**src/rtl/data_frame_codec_if.sv**
```systemverilog
`default_nettype none
// ============================================================================
// Module   : data_frame_codec_if
// Purpose  : Receive/transmit bundle between the frame codec and its peers.
// Revision : 1.0  initial release
// ============================================================================
interface data_frame_codec_if #(
   parameter int NCHARS = 10,
   parameter int CODE_W = 8
) ();
   logic [7:0]                     rx_byte;
   logic                           rx_valid;
   logic [NCHARS*CODE_W-1:0]       frame_out;
   logic [$clog2(NCHARS+1)-1:0]    frame_len;
   logic                           frame_valid;
   logic                           err_unmapped;
   logic [NCHARS*CODE_W-1:0]       frame_in;
   logic                           send;
   logic                           send_busy;
   logic [7:0]                     tx_byte;
   logic                           tx_stb;
   logic                           tx_busy;

   modport slave (
      input  rx_byte, rx_valid, frame_in, send, tx_busy,
      output frame_out, frame_len, frame_valid, err_unmapped,
             send_busy, tx_byte, tx_stb
   );

   modport master (
      output rx_byte, rx_valid, frame_in, send, tx_busy,
      input  frame_out, frame_len, frame_valid, err_unmapped,
             send_busy, tx_byte, tx_stb
   );
endinterface
`default_nettype wire

```
**src/rtl/data_frame_codec.sv**
```systemverilog
`default_nettype none
// ============================================================================
// Module   : data_frame_codec
// Purpose  : ASCII <-> 6-bit character code framer with independent RX/TX.
// Revision : 1.0  initial release
// ============================================================================
module data_frame_codec #(
   parameter int         NCHARS      = 10,
   parameter int         CODE_W      = 8,
   parameter logic [7:0] TERM_CHAR   = 8'h0D,
   parameter bit         APPEND_TERM = 1'b1
) (
   input  logic              clk,
   input  logic              rst,
   data_frame_codec_if.slave bus
);
   localparam int c_frame_w = NCHARS * CODE_W;
   localparam int c_cnt_w   = $clog2(NCHARS + 1);
   localparam int c_idx_w   = (NCHARS > 1) ? $clog2(NCHARS) : 1;
   localparam logic [c_cnt_w-1:0] c_last    = c_cnt_w'(NCHARS - 1);
   localparam logic [c_cnt_w-1:0] c_full    = c_cnt_w'(NCHARS);
   localparam logic [c_idx_w-1:0] c_idx_top = c_idx_w'(NCHARS - 1);

   generate
      if (CODE_W < 7 || CODE_W > 8) begin : g_bad_code_w
         $error("data_frame_codec: CODE_W must be 7 or 8");
      end
      if (NCHARS < 1 || NCHARS > 32) begin : g_bad_nchars
         $error("data_frame_codec: NCHARS must be in 1..32");
      end
   endgenerate

   // Forward map yields 0..64; 64 marks an unmapped byte.
   function automatic logic [6:0] fwd_map(input logic [7:0] b);
      logic [7:0] t;
      if (b >= 8'h30 && b <= 8'h39)      t = b - 8'h30;
      else if (b >= 8'h41 && b <= 8'h5A) t = b - 8'h37;
      else if (b >= 8'h61 && b <= 8'h7A) t = b - 8'h3D;
      else if (b == 8'h3F)               t = 8'd62;
      else if (b == 8'h21)               t = 8'd63;
      else                               t = 8'd64;
      return t[6:0];
   endfunction

   function automatic logic [7:0] rev_map(input logic [CODE_W-1:0] code);
      logic [7:0] c8;
      logic [7:0] b;
      c8 = '0;
      c8[CODE_W-1:0] = code;
      if (c8 < 8'd10)       b = c8 + 8'h30;
      else if (c8 < 8'd36)  b = c8 + 8'h37;
      else if (c8 < 8'd62)  b = c8 + 8'h3D;
      else if (c8 == 8'd62) b = 8'h3F;
      else if (c8 == 8'd63) b = 8'h21;
      else                  b = 8'h23;
      return b;
   endfunction

   // ---------------------------------------------------------------- receive
   logic [c_frame_w-1:0] r_shift;
   logic [c_cnt_w-1:0]   r_count;
   logic [c_frame_w-1:0] r_frame_out;
   logic [c_cnt_w-1:0]   r_frame_len;
   logic                 r_frame_valid;
   logic                 r_err_unmapped;

   logic                 w_is_term;
   logic [6:0]           w_code;
   logic [c_frame_w-1:0] w_code_ext;
   logic [c_frame_w-1:0] w_shift_nxt;

   always_comb begin
      w_is_term          = (bus.rx_byte == TERM_CHAR);
      w_code             = fwd_map(bus.rx_byte);
      w_code_ext         = '0;
      w_code_ext[6:0]    = w_code;
      w_shift_nxt        = (r_shift << CODE_W) | w_code_ext;
   end

   always_ff @(posedge clk) begin
      if (!rst) begin
         r_shift        <= '0;
         r_count        <= '0;
         r_frame_out    <= '0;
         r_frame_len    <= '0;
         r_frame_valid  <= 1'b0;
         r_err_unmapped <= 1'b0;
      end else begin
         r_frame_valid  <= 1'b0;
         r_err_unmapped <= 1'b0;
         if (bus.rx_valid) begin
            if (w_is_term) begin
               // A terminator on an empty buffer carries no frame.
               if (r_count != '0) begin
                  r_frame_out   <= r_shift;
                  r_frame_len   <= r_count;
                  r_frame_valid <= 1'b1;
                  r_shift       <= '0;
                  r_count       <= '0;
               end
            end else begin
               r_err_unmapped <= (w_code == 7'd64);
               if (r_count == c_last) begin
                  r_frame_out   <= w_shift_nxt;
                  r_frame_len   <= c_full;
                  r_frame_valid <= 1'b1;
                  r_shift       <= '0;
                  r_count       <= '0;
               end else begin
                  r_shift <= w_shift_nxt;
                  r_count <= r_count + c_cnt_w'(1);
               end
            end
         end
      end
   end

   assign bus.frame_out    = r_frame_out;
   assign bus.frame_len    = r_frame_len;
   assign bus.frame_valid  = r_frame_valid;
   assign bus.err_unmapped = r_err_unmapped;

   // --------------------------------------------------------------- transmit
   typedef enum logic [2:0] {
      S_IDLE   = 3'd0,
      S_STROBE = 3'd1,
      S_ACK    = 3'd2,
      S_DRAIN  = 3'd3,
      S_TERM   = 3'd4
   } tx_state_t;

   tx_state_t            r_state;
   tx_state_t            w_state_nxt;
   logic [c_frame_w-1:0] r_tx_frame;
   logic [c_idx_w-1:0]   r_idx;
   logic                 r_in_term;

   logic                 w_load;
   logic                 w_idx_dec;
   logic                 w_term_sent;
   logic                 w_tx_stb;
   logic [7:0]           w_tx_byte;
   logic [c_frame_w-1:0] w_tx_shifted;
   logic [CODE_W-1:0]    w_cur_code;

   always_ff @(posedge clk) begin
      if (!rst) begin
         r_state    <= S_IDLE;
         r_tx_frame <= '0;
         r_idx      <= '0;
         r_in_term  <= 1'b0;
      end else begin
         r_state <= w_state_nxt;
         if (w_load) begin
            r_tx_frame <= bus.frame_in;
            r_idx      <= c_idx_top;
            r_in_term  <= 1'b0;
         end
         if (w_idx_dec)   r_idx     <= r_idx - c_idx_w'(1);
         if (w_term_sent) r_in_term <= 1'b1;
      end
   end

   // Strobe is gated combinationally by tx_busy so it can never overlap busy.
   always_comb begin
      w_state_nxt  = r_state;
      w_load       = 1'b0;
      w_idx_dec    = 1'b0;
      w_term_sent  = 1'b0;
      w_tx_stb     = 1'b0;
      w_tx_byte    = '0;
      w_tx_shifted = r_tx_frame >> (32'(r_idx) * CODE_W);
      w_cur_code   = w_tx_shifted[CODE_W-1:0];
      case (r_state)
         S_IDLE: begin
            if (bus.send) begin
               w_load      = 1'b1;
               w_state_nxt = S_STROBE;
            end
         end
         S_STROBE: begin
            if (!bus.tx_busy) begin
               w_tx_stb    = 1'b1;
               w_tx_byte   = rev_map(w_cur_code);
               w_state_nxt = S_ACK;
            end
         end
         S_ACK: begin
            w_state_nxt = S_DRAIN;
         end
         S_DRAIN: begin
            if (!bus.tx_busy) begin
               if (r_in_term) begin
                  w_state_nxt = S_IDLE;
               end else if (r_idx == '0) begin
                  w_state_nxt = APPEND_TERM ? S_TERM : S_IDLE;
               end else begin
                  w_idx_dec   = 1'b1;
                  w_state_nxt = S_STROBE;
               end
            end
         end
         S_TERM: begin
            if (!bus.tx_busy) begin
               w_tx_stb    = 1'b1;
               w_tx_byte   = TERM_CHAR;
               w_term_sent = 1'b1;
               w_state_nxt = S_ACK;
            end
         end
         default: begin
            w_state_nxt = S_IDLE;
         end
      endcase
   end

   assign bus.tx_stb    = w_tx_stb;
   assign bus.tx_byte   = w_tx_byte;
   assign bus.send_busy = (r_state != S_IDLE);

endmodule
`default_nettype wire

```
**src/flat_wrapper.sv**
```systemverilog
// flat-port wrapper written by rule: the top's interface ports become plain ports
module data_frame_codec_flat 
#(
   parameter int         NCHARS      = 10,
   parameter int         CODE_W      = 8,
   parameter logic [7:0] TERM_CHAR   = 8'h0D,
   parameter bit         APPEND_TERM = 1'b1
)
  (clk, rst, bus_rx_byte, bus_rx_valid, bus_frame_in, bus_send, bus_tx_busy, bus_frame_out, bus_frame_len, bus_frame_valid, bus_err_unmapped, bus_send_busy, bus_tx_byte, bus_tx_stb);
  data_frame_codec_if #(.NCHARS(NCHARS), .CODE_W(CODE_W)) bus_i ();
  input  logic clk;
  input  logic rst;
  input wire logic [$bits(bus_i.rx_byte)-1:0] bus_rx_byte;
  input wire logic [$bits(bus_i.rx_valid)-1:0] bus_rx_valid;
  input wire logic [$bits(bus_i.frame_in)-1:0] bus_frame_in;
  input wire logic [$bits(bus_i.send)-1:0] bus_send;
  input wire logic [$bits(bus_i.tx_busy)-1:0] bus_tx_busy;
  output wire logic [$bits(bus_i.frame_out)-1:0] bus_frame_out;
  output wire logic [$bits(bus_i.frame_len)-1:0] bus_frame_len;
  output wire logic [$bits(bus_i.frame_valid)-1:0] bus_frame_valid;
  output wire logic [$bits(bus_i.err_unmapped)-1:0] bus_err_unmapped;
  output wire logic [$bits(bus_i.send_busy)-1:0] bus_send_busy;
  output wire logic [$bits(bus_i.tx_byte)-1:0] bus_tx_byte;
  output wire logic [$bits(bus_i.tx_stb)-1:0] bus_tx_stb;
  assign bus_i.rx_byte = bus_rx_byte;
  assign bus_i.rx_valid = bus_rx_valid;
  assign bus_i.frame_in = bus_frame_in;
  assign bus_i.send = bus_send;
  assign bus_i.tx_busy = bus_tx_busy;
  assign bus_frame_out = bus_i.frame_out;
  assign bus_frame_len = bus_i.frame_len;
  assign bus_frame_valid = bus_i.frame_valid;
  assign bus_err_unmapped = bus_i.err_unmapped;
  assign bus_send_busy = bus_i.send_busy;
  assign bus_tx_byte = bus_i.tx_byte;
  assign bus_tx_stb = bus_i.tx_stb;
  data_frame_codec #(.NCHARS(NCHARS), .CODE_W(CODE_W), .TERM_CHAR(TERM_CHAR), .APPEND_TERM(APPEND_TERM)) u_core (.clk(clk), .rst(rst), .bus(bus_i));
endmodule
```
**config.mk**
```make
export PLATFORM = sky130hd
export DESIGN_NAME = data_frame_codec_flat
export DESIGN_NICKNAME = d
export VERILOG_FILES = /design/src/rtl/data_frame_codec_if.sv /design/src/rtl/data_frame_codec.sv /design/src/flat_wrapper.sv
export SDC_FILE = /design/constraint.sdc
export NUM_CORES = 1
export LEC_CHECK = 0
export BUFFER_PORTS_ARGS = -buffer_cell sky130_fd_sc_hd__clkbuf_2
export CORE_MARGIN = 2
export CORE_UTILIZATION = 61
export DETAILED_ROUTE_END_ITERATION = 10
export PLACE_DENSITY = 0.86
export SLEW_MARGIN = 20
export SYNTH_ARGS = -nofsm -noshare
export SYNTH_HDL_FRONTEND = slang
export SYNTH_SLANG_ARGS = --single-unit
```
**constraint.sdc**
```tcl
create_clock -name clk -period 5.9 [get_ports clk]
set_input_delay 0.59 -clock clk [delete_from_list [all_inputs] [get_ports clk]]
set_output_delay 0.59 -clock clk [all_outputs]
set_load 0.02 [all_outputs]
```
==> run_summary.xml <==
<?xml version="1.0" encoding="UTF-8"?>
<metrics>
  <group name="status">
    <metric name="outcome" unit="">complete, no violations</metric>
  </group>
  <group name="detailed_routing">
    <metric name="post-route-drc-count" unit="">0</metric>
    <metric name="vias" unit="">9840</metric>
    <metric name="wl_per_cell" unit="um">16.3</metric>
    <metric name="drt_iter0_drc" unit="">856</metric>
    <metric name="number_of_iterations_in_the_first_detailed_routing_pass" unit="">5</metric>
    <metric name="totalWireLength" unit="um">27400</metric>
    <metric name="detail_route.vias_per_cell" unit="">5.86</metric>
    <metric name="final_antenna_net_count" unit="">0</metric>
  </group>
  <group name="grt">
    <metric name="grt_remaining_overflow" unit="">0</metric>
    <metric name="globalRoute.busiestLayer" unit="">met2</metric>
    <metric name="gr-usage-met3" unit="">0.0342</metric>
    <metric name="grt_max_degree" unit="">96</metric>
    <metric name="global_route_wire_length_before_repair" unit="um">43800</metric>
    <metric name="global_route.usage.total" unit="">0.284</metric>
    <metric name="use_met1" unit="">0.395</metric>
    <metric name="grt_pass1_vias" unit="">8951</metric>
    <metric name="use_met2" unit="">0.467</metric>
    <metric name="antenna_violations_before_repair" unit="">0</metric>
  </group>
  <group name="logic_synthesis">
    <metric name="synthesis.yosys.warnings" unit="">0</metric>
    <metric name="ys_ff_latch" unit="">238</metric>
    <metric name="ys_seq_area_frac" unit="">0.439</metric>
    <metric name="yosys_most_used_dff" unit="">dfxtp_1</metric>
    <metric name="synth.avg_cell_area" unit="um2">8.23</metric>
    <metric name="yosys.cell_types.count" unit="">81</metric>
    <metric name="post_synth_instance_area" unit="um2">10900</metric>
    <metric name="synthArstFlopShare" unit="">0</metric>
    <metric name="synth_edf_count" unit="">0</metric>
    <metric name="synthCells" unit="">1319</metric>
  </group>
  <group name="place">
    <metric name="placement.io_buffers" unit="">177</metric>
    <metric name="placed_area" unit="um2">11700</metric>
    <metric name="finalWeightedCongestion" unit="">0.912</metric>
    <metric name="hpwlAfterDp" unit="um">18100</metric>
  </group>
  <group name="cells_and_area">
    <metric name="syn_to_final_growth" unit="%">15.6</metric>
    <metric name="nFillCells" unit="">1336</metric>
    <metric name="drive_gt1_frac" unit="">0.195</metric>
    <metric name="final_standard_cell_area_without_fillers" unit="um2">12600</metric>
    <metric name="final_nets" unit="">1545</metric>
    <metric name="antenna_cells" unit="">0</metric>
  </group>
  <group name="die">
    <metric name="design.core.area" unit="um2">17400</metric>
    <metric name="die-area" unit="um2">18900</metric>
    <metric name="row_cnt" unit="">48</metric>
    <metric name="effective_utilization_at_floorplan" unit="">0.626</metric>
    <metric name="die_y" unit="um">137</metric>
    <metric name="floorplan.io_pins" unit="">189</metric>
    <metric name="die_width" unit="um">137</metric>
  </group>
  <group name="pwr">
    <metric name="design_power_total" unit="W">0.00375</metric>
    <metric name="static-leakage-power" unit="nW">4.82</metric>
    <metric name="power_density" unit="nW/um2">298</metric>
    <metric name="internal_power" unit="W">0.00277</metric>
    <metric name="power.switching_fraction" unit="">0.262</metric>
    <metric name="power.combinational.fraction" unit="">0.128</metric>
    <metric name="seq_power_share" unit="">0.456</metric>
    <metric name="clock_power_share" unit="">0.416</metric>
    <metric name="p_switching" unit="W">0.000980</metric>
    <metric name="max-vdd-ir-drop" unit="mV">0.245</metric>
  </group>
  <group name="timing">
    <metric name="post-route-period-util" unit="">0.772</metric>
    <metric name="finalWorstPathRequiredPeriod" unit="ns">4.56</metric>
    <metric name="finalHoldViolCount" unit="">0</metric>
    <metric name="timing.fmax" unit="GHz">0.219</metric>
    <metric name="slew_violations" unit="">0</metric>
    <metric name="timing_worst_slew_pin_value" unit="ns">1.02</metric>
    <metric name="clock_skew" unit="ns">0.0118</metric>
    <metric name="final.setup.tns" unit="ns">0</metric>
    <metric name="setup_violations" unit="">0</metric>
    <metric name="unrepaired_setup_endpoints_after_global_routing" unit="">no</metric>
    <metric name="timing.slew.headroom" unit="">0.321</metric>
  </group>
  <group name="cts">
    <metric name="worstSkewPairLatency" unit="ns">0.51</metric>
    <metric name="ctsLongestPathBuffers" unit="">3</metric>
    <metric name="cts_resized" unit="">0</metric>
    <metric name="clock_tree_root" unit="">clkbuf_16</metric>
    <metric name="postCtsHoldBufs" unit="">0</metric>
    <metric name="cts_setup_buffers" unit="">0</metric>
    <metric name="tritoncts.num_buffers" unit="">25</metric>
    <metric name="cts_num_sinks" unit="">238</metric>
    <metric name="h-tree-depth" unit="">1</metric>
    <metric name="cts.reportedPaths.clkPinSlew" unit="ns">0.06</metric>
    <metric name="cts_tree" unit="">yes</metric>
  </group>
  <group name="hold_path">
    <metric name="min-delay-path-class" unit="">in -&gt; reg</metric>
  </group>
  <group name="worst_setup_path">
    <metric name="timing.critical_path.from_type" unit="">register</metric>
    <metric name="critical_path_peak_fanout" unit="">31</metric>
    <metric name="cp.arrival" unit="ns">3.97</metric>
    <metric name="worst-setup-path-type" unit="">reg -&gt; out</metric>
    <metric name="crit_path_end_kind" unit="">primary output</metric>
    <metric name="worst_ep_required_time" unit="ns">5.31</metric>
  </group>
  <group name="job">
    <metric name="cap_violations" unit="">0</metric>
  </group>
</metrics>
## cell usage after synthesis, types with 3 or more instances
library cell / count / area share
a211oi_1: 5 / 0.0035
a21oi_1: 161 / 0.074
a221oi_1: 3 / 0.0024
a22oi_1: 11 / 0.0076
a31oi_1: 5 / 0.0029
a32oi_1: 6 / 0.0048
and2_1: 5 / 0.0029
and3_1: 3 / 0.0017
buf_1: 10 / 0.0035
buf_2: 16 / 0.0074
buf_4: 12 / 0.0083
clkbuf_1: 70 / 0.024
dfxtp_1: 238 / 0.44
ha_1: 15 / 0.017
inv_1: 20 / 0.0069
mux2_2: 19 / 0.020
mux2i_1: 82 / 0.076
mux4_2: 6 / 0.012
nand2_1: 326 / 0.11
nand2b_1: 8 / 0.0046
nand3_1: 73 / 0.034
nand3b_1: 3 / 0.0021
nand4_1: 4 / 0.0023
nor2_1: 31 / 0.011
nor2b_1: 4 / 0.0023
nor3_1: 11 / 0.0051
nor3b_1: 3 / 0.0021
nor4_1: 5 / 0.0029
o211ai_1: 4 / 0.0028
o21ai_0: 82 / 0.038
o21ai_1: 5 / 0.0023
o22ai_1: 5 / 0.0029
or3_1: 6 / 0.0035
xnor2_1: 5 / 0.0040
xor2_1: 3 / 0.0024
## cells in the final DEF, fill, tap and decap left out, types with 19 or more instances in the layout
master | Yosys | final
clkbuf_16 | 0 | 25
nand2_1 | 326 | 325
nand3_1 | 73 | 73
nor2_1 | 31 | 31
mux2_2 | 19 | 19
mux2i_1 | 82 | 82
inv_1 | 20 | 20
a21oi_1 | 161 | 161
dfxtp_1 | 238 | 238
o21ai_0 | 82 | 82
clkbuf_2 | 0 | 177
## layer usage
metal	routed length (um)	vias up	share of wire
li1	-	4797	-
met3	1790	54	0.065
met2	13100	377	0.48
met4	648	0	0.024
met5	0	-	0
met1	11900	4612	0.43
## area by class of cell
type | count | area, um2 | area share
repair buffers | 191 | 998 | 0.0795
inverters | 21 | 81.3 | 0.00648
clock inverters | 13 | 131 | 0.0105
flip-flops and latches | 238 | 4760 | 0.379
well taps | 225 | 282 | 0.0224
multi-input cells | 960 | 5600 | 0.446
clock buffers | 32 | 702 | 0.0559
## sequential cells by signal, summed over array words and instances (netlist names)
register and cells:
u_core.bus.frame_len 4, u_core.r_in_term 1, u_core.r_state 3, u_core.bus.frame_valid 1, u_core.r_shift 70, u_core.bus.frame_out 70
u_core.r_idx 4, u_core.r_tx_frame 80, u_core.r_count 4, u_core.bus.err_unmapped 1
## stage by stage
stage                     instances  setup WS [ns]  hold slack [ns]   util
after floorplan                1329           2.29            0.432      -
after global placement         1634           1.99            0.435  0.675
after detailed placement       1634           1.84            0.441  0.675
after CTS                      1679           1.37            0.283  0.723
after global routing           1680           1.05            0.299  0.724
final                          1680           1.34            0.293  0.724
## kinds of logic (layout without fill, tap and decap cells)
| logic type | Yosys count | count (layout) | share of synthesized area |
|---|---|---|---|
| and+or+nand+nor | 499 | 499 | 0.203 |
| muxes | 109 | 109 | 0.110 |
| xor gates and xnor gates | 8 | 8 | 0.00645 |
| DFF | 238 | 238 | 0.439 |
| other | 1 | 11 | 0.000345 |
| AOI/OAI and AO/OA | 318 | 318 | 0.172 |
| buffers and inverters | 131 | 257 | 0.0530 |
| adders and majority gates | 15 | 15 | 0.0173 |
## power by group through the flow
| stage | logic (W) | clock network, W | registers, W |
|---|---|---|---|
| finish | 0.000479 | 0.00156 | 0.00171 |
| global route | 0.000530 | 0.00164 | 0.00171 |
| CTS | 0.000475 | 0.00158 | 0.00171 |
| detailed placement | 0.000472 | 0 | 0.00174 |
| global placement | 0.000472 | 0 | 0.00174 |
| floorplan | 0.000365 | 0 | 0.00172 |
## final timing paths
path	depth (start not counted)	slack, ns	startpoint	end
worst max-delay path	11	1.34	u_core.r_idx[1]	bus_tx_byte[1]
worst min-delay path	3	0.29	bus_frame_in[51]	u_core.r_tx_frame[51]
worst max register to register	7	3.18	u_core.r_count[1]	u_core.bus.frame_out[41]
worst min register to register	2	0.45	u_core.bus.frame_out[50]	u_core.bus.frame_out[50]
## worst max-delay path, stage by stage, from the launching register on
cell      delay, ns
dfxtp_1        0.30
buf_4          0.26
or3b_1         0.51
o22ai_1        0.21
a221o_1        0.30
ha_1           0.40
o31ai_1        0.19
or2_2          0.36
o211a_1        0.21
mux2_2         0.30
o32ai_2        0.20
clkbuf_2       0.21
Power figures use the tool's default switching activity.
